**config.mk**
```make
export PLATFORM = sky130hd
export DESIGN_NAME = reg_write_arbiter_flat
export DESIGN_NICKNAME = d
export VERILOG_FILES = /design/src/rtl/cpu_pkg.sv /design/src/rtl/reg_write_arbiter_if.sv /design/src/rtl/reg_wb_fifo.sv /design/src/rtl/reg_write_arbiter.sv /design/src/flat_wrapper.sv
export SDC_FILE = /design/constraint.sdc
export NUM_CORES = 1
export LEC_CHECK = 0
export CAP_MARGIN = 5
export CORE_MARGIN = 2
export CORE_UTILIZATION = 60
export DETAILED_ROUTE_END_ITERATION = 16
export DONT_BUFFER_PORTS = 1
export PLACE_DENSITY_LB_ADDON = 0.12
export SYNTH_ARGS = -nofsm -noshare
export SYNTH_HDL_FRONTEND = slang
export SYNTH_HIERARCHICAL = 1
export SYNTH_SLANG_ARGS = --single-unit
```
**constraint.sdc**
```tcl
create_clock -name clk_i -period 3.2 [get_ports clk_i]
set_input_delay 0 -clock clk_i [delete_from_list [all_inputs] [get_ports clk_i]]
set_output_delay 0 -clock clk_i [all_outputs]
set_load 0.05 [all_outputs]
```
**src/rtl/cpu_pkg.sv**
```systemverilog
// Shared CPU definitions: register-file widths, RegWrite enable bit, writeback entry.
package cpu_pkg;

  localparam int unsigned REG_AW    = 5;
  localparam int unsigned REG_DW    = 32;
  localparam int unsigned RW_EN_BIT = 1;

  typedef struct packed {
    logic [REG_AW-1:0] addr;
    logic [REG_DW-1:0] data;
  } wb_entry_t;

endpackage

```
**src/rtl/reg_write_arbiter_if.sv**
```systemverilog
// Writeback / mul-div / hazard-query bundle for reg_write_arbiter.
// Optional forwarding signals appear only when REG_WRITE_ARB_FWD_EN is defined.
interface reg_write_arbiter_if
  import cpu_pkg::*;
#(
  parameter int unsigned AW = REG_AW,
  parameter int unsigned DW = REG_DW
);

  logic          wb_valid_i;
  logic [AW-1:0] wb_addr_i;
  logic [DW-1:0] wb_data_i;
  logic          md_valid_i;
  logic          md_ready_o;
  logic [AW-1:0] md_addr_i;
  logic [DW-1:0] md_data_i;
  logic [AW-1:0] rs_addr_i;
  logic [AW-1:0] rt_addr_i;
  logic          rs_pending_o;
  logic          rt_pending_o;
  logic [AW-1:0] RDaddr_o;
  logic [DW-1:0] RDdata_o;
  logic [1:0]    RegWrite_o;
`ifdef REG_WRITE_ARB_FWD_EN
  logic          rs_fwd_o;
  logic          rt_fwd_o;
  logic [DW-1:0] fwd_data_o;
`endif

  // Producer / hazard-unit / register-file side
  modport master (
    output wb_valid_i, wb_addr_i, wb_data_i,
    output md_valid_i, md_addr_i, md_data_i,
    output rs_addr_i, rt_addr_i,
    input  md_ready_o, rs_pending_o, rt_pending_o,
`ifdef REG_WRITE_ARB_FWD_EN
    input  rs_fwd_o, rt_fwd_o, fwd_data_o,
`endif
    input  RDaddr_o, RDdata_o, RegWrite_o
  );

  // Arbiter side
  modport slave (
    input  wb_valid_i, wb_addr_i, wb_data_i,
    input  md_valid_i, md_addr_i, md_data_i,
    input  rs_addr_i, rt_addr_i,
    output md_ready_o, rs_pending_o, rt_pending_o,
`ifdef REG_WRITE_ARB_FWD_EN
    output rs_fwd_o, rt_fwd_o, fwd_data_o,
`endif
    output RDaddr_o, RDdata_o, RegWrite_o
  );

endinterface

```
**src/rtl/reg_wb_fifo.sv**
```systemverilog
// DEPTH-entry circular buffer of pending mul/div writebacks.
// All entries and their valid bits are exposed for the hazard compare.
module reg_wb_fifo
  import cpu_pkg::*;
#(
  parameter  int unsigned DEPTH = 2,
  localparam int unsigned PW    = $clog2(DEPTH),
  localparam int unsigned CW    = $clog2(DEPTH) + 1
) (
  input  logic                        clk_i,
  input  logic                        rst_i,
  input  logic                        push,
  input  wb_entry_t                   push_entry,
  input  logic                        pop,
  output wb_entry_t                   head,
  output logic      [CW-1:0]          count,
  output wb_entry_t [DEPTH-1:0]       entries,
  output logic      [DEPTH-1:0]       valid
);

  wb_entry_t [DEPTH-1:0] mem;
  logic      [PW-1:0]    wr_ptr;
  logic      [PW-1:0]    rd_ptr;
  logic      [DEPTH-1:0] valid_nxt;

  assign head    = mem[rd_ptr];
  assign entries = mem;

  // Next valid map: retire the head on pop, claim the tail on push
  always_comb begin
    valid_nxt = valid;
    if (pop)  valid_nxt[rd_ptr] = 1'b0;
    if (push) valid_nxt[wr_ptr] = 1'b1;
  end

  // Pointers, occupancy and valid bits; DEPTH is a power of two so pointers wrap naturally
  always_ff @(posedge clk_i) begin
    if (!rst_i) begin
      wr_ptr <= '0;
      rd_ptr <= '0;
      count  <= '0;
      valid  <= '0;
    end else begin
      if (push) wr_ptr <= wr_ptr + PW'(1);
      if (pop)  rd_ptr <= rd_ptr + PW'(1);
      case ({push, pop})
        2'b10:   count <= count + CW'(1);
        2'b01:   count <= count - CW'(1);
        default: count <= count;
      endcase
      valid <= valid_nxt;
    end
  end

  // Entry storage; contents are qualified by valid so no reset is needed
  always_ff @(posedge clk_i) begin
    if (push) mem[wr_ptr] <= push_entry;
  end

endmodule

```
**src/rtl/reg_write_arbiter.sv**
```systemverilog
// Merges pipeline writeback and buffered mul/div results onto the single
// register-file write port, and flags registers with undrained mul/div writes.
// Optional macro REG_WRITE_ARB_FWD_EN adds forwarding of the write on the port.
module reg_write_arbiter
  import cpu_pkg::*;
#(
  parameter int unsigned DEPTH = 2,
  parameter int unsigned AW    = REG_AW,
  parameter int unsigned DW    = REG_DW
) (
  input  logic                clk_i,
  input  logic                rst_i,
  reg_write_arbiter_if.slave  bus
);

  localparam int unsigned CW = $clog2(DEPTH) + 1;

  wb_entry_t              fifo_head;
  logic      [CW-1:0]     fifo_count;
  wb_entry_t [DEPTH-1:0]  fifo_entries;
  logic      [DEPTH-1:0]  fifo_valid;
  logic                   fifo_push;
  logic                   fifo_pop;

  wb_entry_t              wb_entry;
  wb_entry_t              md_entry;
  wb_entry_t              sel_entry;
  logic                   sel_valid;
  logic                   md_ready_c;
  logic                   md_fire_c;

  logic                   we_q;
  logic      [REG_AW-1:0] addr_q;
  logic      [REG_DW-1:0] data_q;
  logic      [1:0]        regwrite;

  logic                   rs_hit;
  logic                   rt_hit;

  assign wb_entry = '{addr: REG_AW'(bus.wb_addr_i), data: REG_DW'(bus.wb_data_i)};
  assign md_entry = '{addr: REG_AW'(bus.md_addr_i), data: REG_DW'(bus.md_data_i)};

  // Acceptance depends only on occupancy, never on a same-cycle pop
  assign md_ready_c     = rst_i & (fifo_count != CW'(DEPTH));
  assign md_fire_c      = bus.md_valid_i & md_ready_c;
  assign bus.md_ready_o = md_ready_c;

  reg_wb_fifo #(.DEPTH(DEPTH)) u_fifo (
    .clk_i      (clk_i),
    .rst_i      (rst_i),
    .push       (fifo_push),
    .push_entry (md_entry),
    .pop        (fifo_pop),
    .head       (fifo_head),
    .count      (fifo_count),
    .entries    (fifo_entries),
    .valid      (fifo_valid)
  );

  // Write-port selection: pipeline first, then FIFO head, then direct mul/div bypass
  always_comb begin
    sel_valid = 1'b0;
    sel_entry = '0;
    fifo_pop  = 1'b0;
    fifo_push = 1'b0;
    if (bus.wb_valid_i) begin
      sel_valid = 1'b1;
      sel_entry = wb_entry;
      fifo_push = md_fire_c;
    end else if (fifo_count != '0) begin
      sel_valid = 1'b1;
      sel_entry = fifo_head;
      fifo_pop  = 1'b1;
      fifo_push = md_fire_c;
    end else if (md_fire_c) begin
      sel_valid = 1'b1;
      sel_entry = md_entry;
    end
  end

  // Registered write port; address/data hold when idle
  always_ff @(posedge clk_i) begin
    if (!rst_i) begin
      we_q   <= 1'b0;
      addr_q <= '0;
      data_q <= '0;
    end else if (sel_valid) begin
      we_q   <= 1'b1;
      addr_q <= sel_entry.addr;
      data_q <= sel_entry.data;
    end else begin
      we_q   <= 1'b0;
    end
  end

  // Place the enable on its RegWrite bit; the other bit stays 0
  always_comb begin
    regwrite            = '0;
    regwrite[RW_EN_BIT] = we_q;
  end

  assign bus.RegWrite_o = regwrite;
  assign bus.RDaddr_o   = AW'(addr_q);
  assign bus.RDdata_o   = DW'(data_q);

  // Pending compare of both hazard queries against every live FIFO entry
  always_comb begin
    rs_hit = 1'b0;
    rt_hit = 1'b0;
    for (int i = 0; i < int'(DEPTH); i++) begin
      if (fifo_valid[i] && (fifo_entries[i].addr == REG_AW'(bus.rs_addr_i))) rs_hit = 1'b1;
      if (fifo_valid[i] && (fifo_entries[i].addr == REG_AW'(bus.rt_addr_i))) rt_hit = 1'b1;
    end
  end

  assign bus.rs_pending_o = rst_i & rs_hit & (bus.rs_addr_i != '0);
  assign bus.rt_pending_o = rst_i & rt_hit & (bus.rt_addr_i != '0);

`ifdef REG_WRITE_ARB_FWD_EN
  // Bypass of the write being committed this cycle to the decode stage
  assign bus.rs_fwd_o   = we_q & (addr_q == REG_AW'(bus.rs_addr_i)) & (bus.rs_addr_i != '0);
  assign bus.rt_fwd_o   = we_q & (addr_q == REG_AW'(bus.rt_addr_i)) & (bus.rt_addr_i != '0);
  assign bus.fwd_data_o = DW'(data_q);
`endif

endmodule
```
**src/flat_wrapper.sv**
```systemverilog
// flat-port wrapper written by rule: the top's interface ports become plain ports
module reg_write_arbiter_flat import cpu_pkg::*;
#(
  parameter int unsigned DEPTH = 2,
  parameter int unsigned AW    = REG_AW,
  parameter int unsigned DW    = REG_DW
)
  (clk_i, rst_i, bus_wb_valid_i, bus_wb_addr_i, bus_wb_data_i, bus_md_valid_i, bus_md_addr_i, bus_md_data_i, bus_rs_addr_i, bus_rt_addr_i, bus_md_ready_o, bus_rs_pending_o, bus_rt_pending_o, bus_RDaddr_o, bus_RDdata_o, bus_RegWrite_o);
  reg_write_arbiter_if #(.AW(AW), .DW(DW)) bus_i ();
  input  logic clk_i;
  input  logic rst_i;
  input wire logic [$bits(bus_i.wb_valid_i)-1:0] bus_wb_valid_i;
  input wire logic [$bits(bus_i.wb_addr_i)-1:0] bus_wb_addr_i;
  input wire logic [$bits(bus_i.wb_data_i)-1:0] bus_wb_data_i;
  input wire logic [$bits(bus_i.md_valid_i)-1:0] bus_md_valid_i;
  input wire logic [$bits(bus_i.md_addr_i)-1:0] bus_md_addr_i;
  input wire logic [$bits(bus_i.md_data_i)-1:0] bus_md_data_i;
  input wire logic [$bits(bus_i.rs_addr_i)-1:0] bus_rs_addr_i;
  input wire logic [$bits(bus_i.rt_addr_i)-1:0] bus_rt_addr_i;
  output wire logic [$bits(bus_i.md_ready_o)-1:0] bus_md_ready_o;
  output wire logic [$bits(bus_i.rs_pending_o)-1:0] bus_rs_pending_o;
  output wire logic [$bits(bus_i.rt_pending_o)-1:0] bus_rt_pending_o;
  output wire logic [$bits(bus_i.RDaddr_o)-1:0] bus_RDaddr_o;
  output wire logic [$bits(bus_i.RDdata_o)-1:0] bus_RDdata_o;
  output wire logic [$bits(bus_i.RegWrite_o)-1:0] bus_RegWrite_o;
  assign bus_i.wb_valid_i = bus_wb_valid_i;
  assign bus_i.wb_addr_i = bus_wb_addr_i;
  assign bus_i.wb_data_i = bus_wb_data_i;
  assign bus_i.md_valid_i = bus_md_valid_i;
  assign bus_i.md_addr_i = bus_md_addr_i;
  assign bus_i.md_data_i = bus_md_data_i;
  assign bus_i.rs_addr_i = bus_rs_addr_i;
  assign bus_i.rt_addr_i = bus_rt_addr_i;
  assign bus_md_ready_o = bus_i.md_ready_o;
  assign bus_rs_pending_o = bus_i.rs_pending_o;
  assign bus_rt_pending_o = bus_i.rt_pending_o;
  assign bus_RDaddr_o = bus_i.RDaddr_o;
  assign bus_RDdata_o = bus_i.RDdata_o;
  assign bus_RegWrite_o = bus_i.RegWrite_o;
  reg_write_arbiter #(.DEPTH(DEPTH), .AW(AW), .DW(DW)) u_core (.clk_i(clk_i), .rst_i(rst_i), .bus(bus_i));
endmodule
```
==> results.json <==
{
  "hold_viol": 0,
  "track_usage_pct": 26.6,
  "grt_pass1_wl_um": 20000,
  "ant_nets": 0,
  "postLayoutCellArea_mm2": 0.00679,
  "drv_cap": 0,
  "clockBufferDepth": 2,
  "wl_per_cell_um": 20.0,
  "grt_max_degree": 39,
  "yosysWarnings": 6,
  "die_y_um": 98.9,
  "drv_slew": 0,
  "drive_above_1_share_pct": 25.0,
  "place.detailed.hpwl_um": 7050,
  "post_cts.repair.setup_buffers": 0,
  "p_per_area_mw_per_mm2": 802,
  "setup_viol": 0,
  "rsz0062_at_grt": "no",
  "routed_via_density": 5.86,
  "peakVddDrop_v": 0.000493,
  "min_path_type": "in2reg",
  "startpoint_type": "flip-flop",
  "syn2layout_area_growth_pct": 25.4,
  "drt_wl_total_um": 12600,
  "clkLatencyLatePin_ps": 490,
  "die_area_mm2": 0.00979,
  "cts_max_level": 4,
  "crit_fanout": 3,
  "core-area_mm2": 0.00872,
  "dr.pass1.iters": 4,
  "ys_ff_latch": 118,
  "final_net_count": 600,
  "ioPinCount": 130,
  "yosys.cell_types.count": 36,
  "cp_data_arrival_time_ps": 2450,
  "path_clk_slew_ps": 60,
  "power_leakage_nw": 2.31,
  "ys_seq_area_share_pct": 57.4,
  "tns_ps": 0,
  "synth.avg_cell_area_um2": 12.4,
  "fmax_mhz": 408,
  "synth_nets": 524,
  "cp.required_ps": 3200,
  "hold_slack_ps": 39.2,
  "placed_cell_area_mm2": 0.00541,
  "cts_tree": "yes",
  "initial_utilization_pct": 62.0,
  "netlist_area_mm2": 0.00541,
  "cts_num_sinks": 118,
  "worst_slew_pin_slew_ps": 1230,
  "finClkSkew_ps": 10.8,
  "syn_inst": 435,
  "grt_pass1_vias": 3947,
  "port_buffers": 0,
  "drt-initial-drc-count": 222,
  "fin_total_pwr_mw": 5.44,
  "drc_errors": 0,
  "gp_congestion": 0.956,
  "cts_root_buf": "clkbuf_8",
  "post-route-period-util_pct": 76.6,
  "fin_util_pct": 77.8,
  "antenna_found_initial": 0,
  "fill_cells": 551,
  "dr_total_vias": 3697,
  "critPathCaptureType": "output port",
  "grt_overflow": 0,
  "die_w_um": 98.9,
  "max_slew_margin_pct": 17.7,
  "std_cell_rows": 34,
  "cts_buffers": 17,
  "antennaDiodeCount": 0,
  "min_period_ps": 2450,
  "status": "completed",
  "crit_type": "reg2out"
}
==> worst paths after layout <==
kind	start	end	slack [ps]	cells past startpoint
hold / removal	bus_md_valid_i	u_core/u_fifo/entries[27]$_DFFE_PP_	40	3
setup reg to reg	u_core/u_fifo/count[1]$_SDFFE_PN0P_	u_core/u_fifo/wr_ptr$_SDFFE_PN0P_	780	6
hold reg to reg	u_core/u_fifo/valid[0]$_SDFF_PN0_	u_core/u_fifo/valid[0]$_SDFF_PN0_	560	2
setup / recovery	u_core/u_fifo/entries[35]$_DFFE_PP_	bus_rt_pending_o	750	4
==> final cells by class <==
type                    instances  area (µm²)  share of cell area [%]
flip-flops and latches        118        3100                    45.7
inverters                       3        11.3                   0.166
clock inverters                 8        97.6                    1.44
well taps                     108         135                    1.99
multi-input cells             285        2090                    30.8
repair buffers                 86         871                    12.8
clock buffers                  23         477                    7.03
==> cells by family after synthesis <==
family / count (synthesis) / share of synthesized area, %
compound gates: 125 / 16.4
mux: 37 / 7.70
flops: 118 / 57.4
simple gates: 99 / 10.2
xor+xnor: 22 / 3.56
other cells: 1 / 0.0693
buf+inv: 32 / 4.49
fa+ha+maj: 1 / 0.231
==> stage by stage <==
| step | setup slack [ps] | instances |
|---|---|---|
| after detailed placement | 1150 | 522 |
| after global placement | 1210 | 522 |
| final | 749 | 631 |
| after CTS | 761 | 631 |
| after floorplan | 278 | 435 |
| after global routing | 590 | 631 |
==> synthesized netlist by cell type, drive strengths merged <==
cell,number,share of area (%)
nand2b,3,0.39
xnor2,6,0.97
dfxtp,44,16
nor2b,3,0.35
nand2,38,2.6
and2,39,5.1
a21oi,4,0.37
edfxtp,74,41
o21ai,77,7.1
or4,2,0.28
a21boi,5,0.69
nor2,3,0.25
clkbuf,4,0.28
ha,1,0.23
mux2,37,7.7
conb,1,0.069
inv,3,0.21
a211oi,37,7.9
or2,1,0.12
buf,25,4.0
or3,1,0.12
and3,1,0.12
nand3,4,0.37
o21a,2,0.28
xor2,16,2.6
nor4,4,0.46
==> layer usage <==
| layer | vias to the layer above | routed length, µm | GRT usage [%] |
|---|---|---|---|
| li1 | 1740 | - | - |
| met1 | 1808 | 5310 | 33.4 |
| met2 | 138 | 6510 | 46.2 |
| met3 | 11 | 638 | 6.24 |
| met4 | 0 | 134 | 7.38 |
| met5 | - | 0 | 0 |
==> timing repair <==
action | in CTS | in global routing
gates resized for setup | 0 | 0
endpoints found under the hold margin | 118 | 0
hold buffers | 78 | 0
==> sequential cells by signal, indices dropped and copies added (netlist names) <==
signal and count:
u_core/bus.RDdata_o 32, u_core/bus.RDaddr_o 5, u_core/we_q 1, u_core/u_fifo/count 2, u_core/u_fifo/valid 2, u_core/u_fifo/entries 74
u_core/u_fifo/rd_ptr 1, u_core/u_fifo/wr_ptr 1
==> critical path, stage by stage, from the launching register on <==
cell and delay, ps:
edfxtp_1 450, xor2_1 200, nor4_1 360, nand3_1 120
a21oi_1 830
==> power breakdown <==
part | internal, mW | total [mW] | switching, mW | leakage, nW
clock network | 1.18 | 1.80 | 0.622 | 0.276
logic | 0.603 | 1.34 | 0.738 | 0.995
registers | 1.80 | 2.30 | 0.492 | 1.04
==> cells in the final DEF (no fill, tap or decap), types with 2 or more instances in the layout <==
cell type      instances
nand2b_1               2
nor2_1                 2
clkbuf_1               2
a21oi_1                4
bufinv_16              2
a211oi_1               7
nor2b_1                2
xor2_1                16
xnor2_1                6
and2_4                 8
and2_2                11
clkinvlp_4             3
clkbuf_8               5
clkinv_2               3
and2_1                20
nand2_1               38
dlygate4sd3_1         77
o21ai_1               56
or4_1                  2
clkbuf_16             16
a211oi_2              30
nor4_1                 4
o21ai_0               21
o21a_1                 2
mux2_2                37
a21boi_1               3
inv_1                  3
buf_4                  7
dfxtp_1               43
edfxtp_1              74
nand3_1                4
Note: power is estimated with default switching activity, not from simulation.
